[src/rtl/sim_cycle_controller.sv]
`default_nettype none
// ============================================================================
//  Module      : sim_cycle_controller
//  Description : Run sequencer for bench top-levels. Counts clk cycles after
//                start, supports pause/resume/abort, emits a periodic tick
//                strobe and raises finish_req once the cycle budget is spent.
//  Revision    : 1.0 - initial release
// ----------------------------------------------------------------------------
//  Ports
//    clk         in   1      system clock, rising edge
//    rst         in   1      asynchronous active-high reset
//    start       in   1      begin a run (honoured in IDLE / DONE)
//    pause       in   1      freeze counting (honoured in RUN)
//    resume      in   1      continue counting (honoured in PAUSE)
//    abort       in   1      terminate the run (honoured in RUN / PAUSE)
//    max_cycles  in   CNT_W  cycle budget, latched on an accepted start
//    cyc         out  CNT_W  cycles counted in the current run
//    running     out  1      state is RUN
//    paused      out  1      state is PAUSE
//    tick        out  1      strobe every TICK_PERIOD counted cycles
//    done        out  1      one-cycle pulse on entry to DONE
//    aborted     out  1      DONE was reached through abort
//    finish_req  out  1      state is DONE
// ============================================================================
module sim_cycle_controller #(
  parameter int CNT_W       = 16,
  parameter int TICK_PERIOD = 4
) (
  input  logic             clk,
  input  logic             rst,
  input  logic             start,
  input  logic             pause,
  input  logic             resume,
  input  logic             abort,
  input  logic [CNT_W-1:0] max_cycles,
  output logic [CNT_W-1:0] cyc,
  output logic             running,
  output logic             paused,
  output logic             tick,
  output logic             done,
  output logic             aborted,
  output logic             finish_req
);

  typedef enum logic [1:0] {
    ST_IDLE  = 2'd0,
    ST_RUN   = 2'd1,
    ST_PAUSE = 2'd2,
    ST_DONE  = 2'd3
  } state_t;

  localparam logic [CNT_W-1:0] c_tick_last = CNT_W'(TICK_PERIOD - 1);

  state_t           state_q, state_d;
  logic [CNT_W-1:0] cyc_q, cyc_d;
  logic [CNT_W-1:0] tick_cnt_q, tick_cnt_d;
  logic [CNT_W-1:0] limit_q, limit_d;
  logic             running_q, running_d;
  logic             paused_q, paused_d;
  logic             tick_q, tick_d;
  logic             done_q, done_d;
  logic             aborted_q, aborted_d;
  logic             finish_req_q, finish_req_d;

  logic [CNT_W-1:0] cyc_inc;

  // limit never exceeds 2**CNT_W-1, so this increment cannot wrap
  assign cyc_inc = cyc_q + 1'b1;

  always_comb begin
    state_d    = state_q;
    cyc_d      = cyc_q;
    tick_cnt_d = tick_cnt_q;
    limit_d    = limit_q;
    tick_d     = 1'b0;
    done_d     = 1'b0;
    aborted_d  = aborted_q;

    case (state_q)
      ST_IDLE, ST_DONE: begin
        if (start) begin
          limit_d    = max_cycles;
          cyc_d      = '0;
          tick_cnt_d = '0;
          aborted_d  = 1'b0;
          if (max_cycles == '0) begin
            // Zero budget: the run is complete before any cycle is counted
            state_d = ST_DONE;
            done_d  = 1'b1;
          end else begin
            state_d = ST_RUN;
          end
        end
      end

      ST_RUN: begin
        if (abort) begin
          state_d   = ST_DONE;
          done_d    = 1'b1;
          aborted_d = 1'b1;
        end else if (pause) begin
          // Pause wins over the count, even on the final count edge
          state_d = ST_PAUSE;
        end else begin
          cyc_d = cyc_inc;
          if (tick_cnt_q == c_tick_last) begin
            tick_cnt_d = '0;
            tick_d     = 1'b1;
          end else begin
            tick_cnt_d = tick_cnt_q + 1'b1;
          end
          if (cyc_inc == limit_q) begin
            state_d   = ST_DONE;
            done_d    = 1'b1;
            aborted_d = 1'b0;
          end
        end
      end

      ST_PAUSE: begin
        if (abort) begin
          state_d   = ST_DONE;
          done_d    = 1'b1;
          aborted_d = 1'b1;
        end else if (resume) begin
          state_d = ST_RUN;
        end
      end

      default: begin
        state_d = ST_IDLE;
      end
    endcase

    // Status flags are derived from the next state so they register with it
    running_d    = (state_d == ST_RUN);
    paused_d     = (state_d == ST_PAUSE);
    finish_req_d = (state_d == ST_DONE);
  end

  always_ff @(posedge clk or posedge rst) begin
    if (rst) begin
      state_q      <= ST_IDLE;
      cyc_q        <= '0;
      tick_cnt_q   <= '0;
      limit_q      <= '0;
      running_q    <= 1'b0;
      paused_q     <= 1'b0;
      tick_q       <= 1'b0;
      done_q       <= 1'b0;
      aborted_q    <= 1'b0;
      finish_req_q <= 1'b0;
    end else begin
      state_q      <= state_d;
      cyc_q        <= cyc_d;
      tick_cnt_q   <= tick_cnt_d;
      limit_q      <= limit_d;
      running_q    <= running_d;
      paused_q     <= paused_d;
      tick_q       <= tick_d;
      done_q       <= done_d;
      aborted_q    <= aborted_d;
      finish_req_q <= finish_req_d;
    end
  end

  assign cyc        = cyc_q;
  assign running    = running_q;
  assign paused     = paused_q;
  assign tick       = tick_q;
  assign done       = done_q;
  assign aborted    = aborted_q;
  assign finish_req = finish_req_q;

endmodule
`default_nettype wire

[config.mk]
export PLATFORM = sky130hd
export DESIGN_NAME = sim_cycle_controller
export DESIGN_NICKNAME = d
export VERILOG_FILES = /design/src/rtl/sim_cycle_controller.sv
export SDC_FILE = /design/constraint.sdc
export NUM_CORES = 1
export LEC_CHECK = 0
export CAP_MARGIN = 30
export CORE_ASPECT_RATIO = 1.75
export CORE_MARGIN = 3
export CORE_UTILIZATION = 40
export CTS_BUF_LIST = sky130_fd_sc_hd__clkbuf_8
export DETAILED_ROUTE_END_ITERATION = 7
export HOLD_SLACK_MARGIN = 0.05
export SLEW_MARGIN = 10
export SYNTH_ARGS = -nofsm -noshare
export SYNTH_HDL_FRONTEND = slang
export SYNTH_SLANG_ARGS = --single-unit
[constraint.sdc]
create_clock -name clk -period 4.2 [get_ports clk]
set_input_delay 0.84 -clock clk [delete_from_list [all_inputs] [get_ports clk]]
set_output_delay 0.84 -clock clk [all_outputs]
set_load 0.03 [all_outputs]
* Yosys cells after proc, flatten, opt, wreduce, memory -nomap -nowiden *
Index checks and enable logic that the tools add are counted.
Widths: inputs -> output; s select.

word-level totals
  flip-flop bits (word level) = 56
  bits of input ports = 22

operators by class
  $add $sub $neg = 2
  eq/ne operators = 14
  mux-type cells = 33
  reductions and logical operators = 7

operators with widths
  cell                   count
  $mux 16                6
  $pmux 16 s2            2
  $add 16x1->16 const B  2
  $eq 16x16->1           1
  $eq 16x2->1 const B    1
  $logic_not 16->1       1
  $mux 1                 15
  $mux 2                 7
  $eq 2x2->1 const B     4
  $ne 2x2->1 const B     4
  $reduce_and 4->1       2
  $ne 3x3->1 const B     2
  $pmux 1 s3             2
  $pmux 2 s3             1
  $eq 2x1->1 const B     2
  $logic_not 2->1        1
  $reduce_and 2->1       1
  $reduce_bool 2->1      1
  $reduce_or 2->1        1

* Depth between registers and ports, before layout *
Gate-level depths: netlist (run 1).

  word-level depth = 7
  mapped depth = 10
  gate-level depth less buffers = 9

* Worst setup path before layout (run 1) *
OpenSTA, ideal clock, no wires.

  kind = flip-flop to flip-flop
  from = register cyc_q[1], in the netlist cyc[1]
  to = register running_q, in the netlist running
  library setup time = 0.120 ns
  arrival time = 2.680 ns
  required time = 4.080 ns
  setup slack = 1.400 ns
  cell stages (with the launch flop) = 9
  buffers on the path = 0
  clock period less this slack = 2.800 ns
  cells stage by stage = dfrtp_1 > ha_1 > nand3_4 > or4_4 > xnor2_1 > o2111ai_1 > or4_4 > a21o_1 > and3_1

between the ends
  word-level cells in the longest chain between the ends = 7

ends and longest elaborated chain
  element                 RTL line  source
  start, declared         55        logic [CNT_W-1:0] cyc_q, cyc_d;
  start signal, assigned  155       cyc_q <= cyc_d;
  $add 16x1->16           68        assign cyc_inc = cyc_q + 1'b1;
  $eq 16x16->1            112       if (cyc_inc == limit_q) begin
  $mux 2                  112
  $mux 2                  101       end else if (pause) begin
  $mux 2                  97        if (abort) begin
  $pmux 2 s3              79        case (state_q)
  $eq 2x1->1              136       running_d = (state_d == ST_RUN);
  named net running_d     58        logic running_q, running_d;
  end signal, assigned    158       running_q <= running_d;
  end, declared           58

The timed path passes the listed nets, and every way through them passes these cells.
A chain may end at the register's enable or synchronous reset.

* Final worst setup path (run 1) *
  from = register cyc_q[4], in the netlist cyc[4]
  to = register aborted_q, in the netlist aborted

between the ends
  word-level cells in the longest chain between the ends = 4

ends and longest elaborated chain
  element                            RTL line  source
  $add 16x1->16                      68
  $eq 16x16->1                       112
  $ne 3x3->1 (no source line)        --
  $reduce_and 4->1 (no source line)  --
  end signal, assigned               162       aborted_q <= aborted_d;
  end, declared                      62        logic aborted_q, aborted_d;

Every way passes these cells.

==> results of run 1 <==
path summary, 6_finish.rpt:
path                                      startpoint                         to  slack [ps]  depth (start not counted)
max reg2reg                       cyc[4]$_DFFE_PP0P_        aborted$_DFFE_PP0P_        1000                          7
min in group asynchronous                        rst     limit_q[1]$_DFFE_PP0P_         990                          2
max in group asynchronous                        rst  tick_cnt_q[8]$_DFFE_PP0P_        2440                          3
min reg2reg                tick_cnt_q[2]$_DFFE_PP0P_  tick_cnt_q[2]$_DFFE_PP0P_         520                          2
min                        tick_cnt_q[2]$_DFFE_PP0P_  tick_cnt_q[2]$_DFFE_PP0P_         520                          2
max                               cyc[4]$_DFFE_PP0P_        aborted$_DFFE_PP0P_        1000                          7
critical path, cell delays in order (launching register included):
cell	delay, ps
dfrtp_1	550
nand3_1	430
nor4_1	690
or3b_2	230
o2111ai_1	160
nor4_1	510
a2111oi_0	200
or2_2	330
through the flow:
step	setup slack, ps	hold WS, ps	power [W]
floorplan	1400	467	0.00150
global placement	989	495	0.00179
detailed placement	937	507	0.00180
CTS	1070	531	0.00220
global route	676	551	0.00235
finish	998	525	0.00219
power by group:
part	internal, W	switching [W]
clock	0.000211	0.000186
sequential	0.000666	0.000116
combinational	0.000409	0.000599
final cells by class:
type,count,share of cell area
clock inverters,1,0.00788
inverters,7,0.00690
multi-input cells,262,0.442
repair buffers,47,0.121
well taps,88,0.0289
flip-flops and latches,56,0.368
clock buffers,7,0.0253
Yosys cell counts, types with 2 or more instances:
master	count
a21oi_1	10
clkbuf_2	4
nand3_1	16
or3_1	2
o21ai_0	35
nand3_4	2
nand4_1	12
mux2_2	16
clkbuf_1	11
and3_1	7
or4_4	3
dfrtp_1	56
nor4_1	10
ha_1	4
or2_2	2
nor2_1	22
inv_1	6
a21o_1	2
nor3_1	5
a2111oi_0	3
xor2_1	13
o31ai_1	8
xnor2_1	16
a31oi_1	2
nand2_1	46
nand2b_1	4
metal layers:
layer | track usage | vias up
met5 | 0 | -
met4 | 0.106 | 0
met3 | 0.0323 | 28
met2 | 0.332 | 80
met1 | 0.217 | 1343
li1 | - | 1307
kinds of logic (layout without fill, tap and decap cells):
group	Yosys count	in the layout	synth area share
flops	56	56	0.438
simple gates	139	139	0.231
mux	17	17	0.0595
compound gates	73	73	0.141
fa+ha+maj	4	4	0.0157
xor+xnor	29	29	0.0795
buf+inv	25	62	0.0344
flip-flops by register name (all words and copies together) (netlist names), 2 cells and up:
register	cells
cyc	16
limit_q	16
state_q	2
tick_cnt_q	16
==> run summary, run 1 <==
status: finished, final reports clean
Max-Cap Viols: 0
Remaining DRCs: 0
vias in the first global route: 2769
initial antenna violation count: 0
crit share post-route: 0.762
Die H: 124 µm
filler cell count: 742
Die ar.: 9140 µm²
VDD IR-drop max: 302 µV
minimum clock period after layout: 3200 ps
area leader, netlist: dfrtp_1
wl on met1: 3120 µm
Most used DFF post-synth: dfrtp_1
commonest non-fill, non-tap cell in the layout: dfrtp_1
arrival time worst endpoint: 3420 ps
ys async rst share: 1.00
Total Routing Usage GR: 0.193
WL/cell: 17.9 µm
Final nets: 405
detailed placer's ending HPWL: 6240 µm
Final Setup Violations: 0
core area: 7670 µm²
# rows: 42
ANT cells: 0
vias: 2758
Die Wd: 73.6 µm
dominant cells by area after synthesis: dfrtp_1, mux2_2, o21ai_0
Initial Util: 0.417
Final Hold Viols: 0
worst rel slew slack: 0.331
port buffer count: 43
setup TNS: 0 ps
Yosys reg bits: 56
# hold bufs at CTS: 0
ratio of cells with drive above 1 in the final layout: 0.108
Area growth, synth to finish: 19.2%
final core utilization: 0.497
post-synthesis sequential area ratio: 0.438
Slew @ Worst Pin: 978 ps
most frequent cells in the layout: dfrtp_1, nand2_1, clkdlybuf4s50_1, o21ai_0, nor2_1
Pwr per Cell Area: 574 nW/µm²
vias per inst: 5.89
syn nets: 369
Worst Setup End Kind: register
RSZ-0062 raised after global routing: false
Synth top area share: 0.438
Mean Syn Cell Area: 9.32 µm²
Synth Instances: 343
Hold WC Path Type: register to register
# Post-CTS Setup Buffers: 0
H-tree depth: 2
final wirelength: 8360 µm
# IOs: 44
Max clock buf depth: 2
initial DRC count: 233
GPL Wtd Cong: 0.838
Max Clk Rate: 0.312 GHz
area of the multi-input gates: 1690 µm²
met3 routed wirelength: 385 µm
drt first pass iters: 5
synthesized cell area: 3200 µm²
CP max FO: 13
Post-synth EDFFs: 0
cts bufs inserted: 5
Worst-Skew Late Latency: 320 ps
CP Data Required Time: 4420 ps
fin area: 3810 µm²
Root Driver: clkbuf_8
Pleak: 1.52 nW
pin count of the biggest net entering global routing: 40
critical path start-end classification: register to register
placed cell areas: 3680 µm²
post-CTS sizing: 0
grt ovf: 0
Synthesis Warnings: 0
DRT antenna net count: 0
metal2 WL: 4520 µm
first-pass GRT wire length: 13700 µm
total clock sinks: 56
register area: 1400 µm²
Highest Signal Layer: met4
Clock Pin Slew Worst Setup and Hold Paths: 110 ps
Pins Over Slew Limit: 0
final non-filler cell total: 468
Synth cell types: 52
dpl cells: 460
crit path launch type: register
Clock Skew: 11.4 ps
CTS tree: done
(Power assumes the default switching activity.)
==> run 2: changes to the inputs <==
clock period = 3.1 ns   (was 4.2 ns; I/O delays follow)
==> run 2 against run 1 <==
- maximum frequency rose by 14%
- routed wire length rose by 1.5%
- setup slack worse by 700 ps
- register-to-register slack worse by 700 ps
- largest power group unchanged
==> run summary, run 2 (synthesis gave the netlist of run 1 again) <==
status: finished, final reports clean
Buf+Inv Stages, Crit Path: 0 (unchanged)
Final Setup Violations: 0 (unchanged)
cts bufs inserted: 5 (unchanged)
first-pass GRT wire length: 14200 µm (+3.9%)
Die Wd: 73.6 µm (unchanged)
Clock Pin Slew Worst Setup and Hold Paths: 100 ps (about the same)
P_sw: 0.00124 W (+37%)
met3 usage: 0.0363 (+0.00404)
Pins Over Slew Limit: 0 (unchanged)
drt first pass iters: 4 (-1)
initial DRC count: 144 (-38%)
Global Route met2 Usage: 0.333 (+0.00105)
Worst-Skew Late Latency: 330 ps (about the same)
Internal Dissipation: 0.00170 W (+32%)
port buffer count: 43 (unchanged)
FF-to-FF Start: cyc[1]$_DFFE_PP0P_
Root Driver: clkbuf_8
setup slack, reg-to-reg: 300 ps (-700 ps)
Flop pwr share: 0.354 (-0.004)
worst stage delay on the critical path: 540 ps (-150 ps)
Clk pwr share: 0.144 (-0.037)
CP Data Required Time: 3310 ps (-1110 ps)
met1 Track Usage GR: 0.234 (+0.0168)
Total Routing Usage GR: 0.198 (+0.00472)
Final Hold Viols: 0 (unchanged)
# hold bufs at CTS: 0 (unchanged)
Max clock buf depth: 2 (unchanged)
# IOs: 44 (unchanged)
Die ar.: 9140 µm² (unchanged)
Initial Util: 0.417 (unchanged)
Fin Hold WS: 525 ps (+0.355 ps)
pin count of the biggest net entering global routing: 24 (-40%)
fin area: 3860 µm² (+1.3%)
RSZ-0062 raised after global routing: false
filler cell count: 745 (+0.40%)
core area: 7670 µm² (unchanged)
Pwr per Cell Area: 760 nW/µm² (+32%)
commonest non-fill, non-tap cell in the layout: dfrtp_1
WL/cell: 17.7 µm (-0.81%)
CTS tree: done
R2R cell count: 8 (+1)
VDD IR-drop max: 325 µV (+7.4%)
min-delay src: tick_cnt_q[1]$_DFFE_PP0P_
critical path start-end classification: register to register
worst rel slew slack: 0.592 (+0.260)
H-tree depth: 2 (unchanged)
Clock Skew: 12.9 ps (+1.54 ps)
Pleak: 1.56 nW (+2.5%)
vias per inst: 5.84 (-0.99%)
placed cell areas: 3770 µm² (+2.2%)
vias in the first global route: 2847 (+2.8%)
grt ovf: 0 (unchanged)
Max Clk Rate: 0.357 GHz (+14%)
minimum clock period after layout: 2800 ps (-403 ps)
CP max FO: 6 (-7)
most frequent cells in the layout: dfrtp_1, nand2_1, clkdlybuf4s50_1, o21ai_0, nor2_1
Hold WC Path Type: register to register
family with the most delay on the worst path: simple AND/OR/NAND/NOR gates
Sw Ratio: 0.422 (+0.00999)
# Post-CTS Setup Buffers: 0 (unchanged)
post-CTS sizing: 0 (unchanged)
DRT antenna net count: 0 (unchanged)
detailed placer's ending HPWL: 6560 µm (+5.1%)
Area growth, synth to finish: 20.7%
final wirelength: 8490 µm (+1.5%)
Die H: 124 µm (unchanged)
Worst Setup End Kind: register
Comb power frac: 0.502 (+0.041)
Final nets: 416 (+2.7%)
Hold EP: tick_cnt_q[1]$_DFFE_PP0P_
ratio of cells with drive above 1 in the final layout: 0.130 (+0.0225)
crit share post-route: 0.903 (+0.141)
Slew @ Worst Pin: 607 ps (-371 ps)
# rows: 42 (unchanged)
setup TNS: 0 ps (unchanged)
Top Usage Layer GRT: met2
worst path cell trace: ha_1 -> nand3_4 -> nor4_1 -> xnor2_1 -> nand4_1 -> or4_4 -> a21o_1 -> and3_1
WHS Path Cells: 2 (unchanged)
crit path launch type: register
GPL Wtd Cong: 0.878 (+4.8%)
total power: 0.00293 W (+34%)
Remaining DRCs: 0 (unchanged)
slowest CP cell: nor4_1
Worst R2R End: running$_DFF_PP0_
vias: 2795 (+1.3%)
total clock sinks: 56 (unchanged)
ANT cells: 0 (unchanged)
Max-Cap Viols: 0 (unchanged)
initial antenna violation count: 0 (unchanged)
arrival time worst endpoint: 3010 ps (-410 ps)
## run 2: cell count changes in the layout (fill, tap and decap cells not counted)
| cell | before | now |
|---|---|---|
| clkinvlp_4 | 0 | 1 |
| clkbuf_8 | 7 | 6 |
| inv_1 | 5 | 6 |
| bufinv_16 | 1 | 0 |
| buf_4 | 4 | 15 |
## run 2: layout make-up
class	count	area, µm²	share of cell area
well taps	88	110	0.0285
clock buffers	6	82.6	0.0214
flip-flops and latches	56	1400	0.363
inverters	7	26.3	0.00681
multi-input cells	262	1690	0.437
repair buffers	58	543	0.141
clock inverters	2	11.3	0.00292
## run 2: stage by stage
step                cells   util  setup WS, ps
floorplan             343      -           300
finish                479  0.503           300
global route          479  0.503           160
global placement      471  0.491           409
CTS                   479  0.503           349
detailed placement    471  0.491           371
## run 2: power by group through the flow
stage	Combinational [W]	Sequential (W)	Clock, W
final	0.00147	0.00104	0.000422
after global routing	0.00163	0.00106	0.000465
after CTS	0.00148	0.00104	0.000442
after detailed placement	0.00148	0.00106	0
after global placement	0.00146	0.00105	0
after floorplan	0.000949	0.00109	0
## run 2: worst max path at each step
stage                  startpoint                         end  slack (ps)  depth (start not counted)
3_3_place_gp                abort  tick_cnt_q[14]$_DFFE_PP0P_         410                          8
3_5_place_dp                abort  tick_cnt_q[14]$_DFFE_PP0P_         370                          8
2_1_floorplan  cyc[1]$_DFFE_PP0P_           running$_DFF_PP0_         300                          8
4_1_cts        cyc[0]$_DFFE_PP0P_           running$_DFF_PP0_         350                          8
5_1_grt        cyc[0]$_DFFE_PP0P_           running$_DFF_PP0_         160                          8
6_report       cyc[1]$_DFFE_PP0P_           running$_DFF_PP0_         300                          8
## run 2: worst min-delay path: stages, from the launching register on
cell     delay, ps
dfrtp_1        380
nand2_1         50
o21ai_0         60
## run 2: metal layers
layer | vias up | part of all wire | wire length, µm
met5 | - | 0 | 0
met4 | 0 | 0.034 | 291
met3 | 24 | 0.046 | 390
met2 | 82 | 0.54 | 4570
met1 | 1361 | 0.38 | 3230
li1 | 1328 | - | -
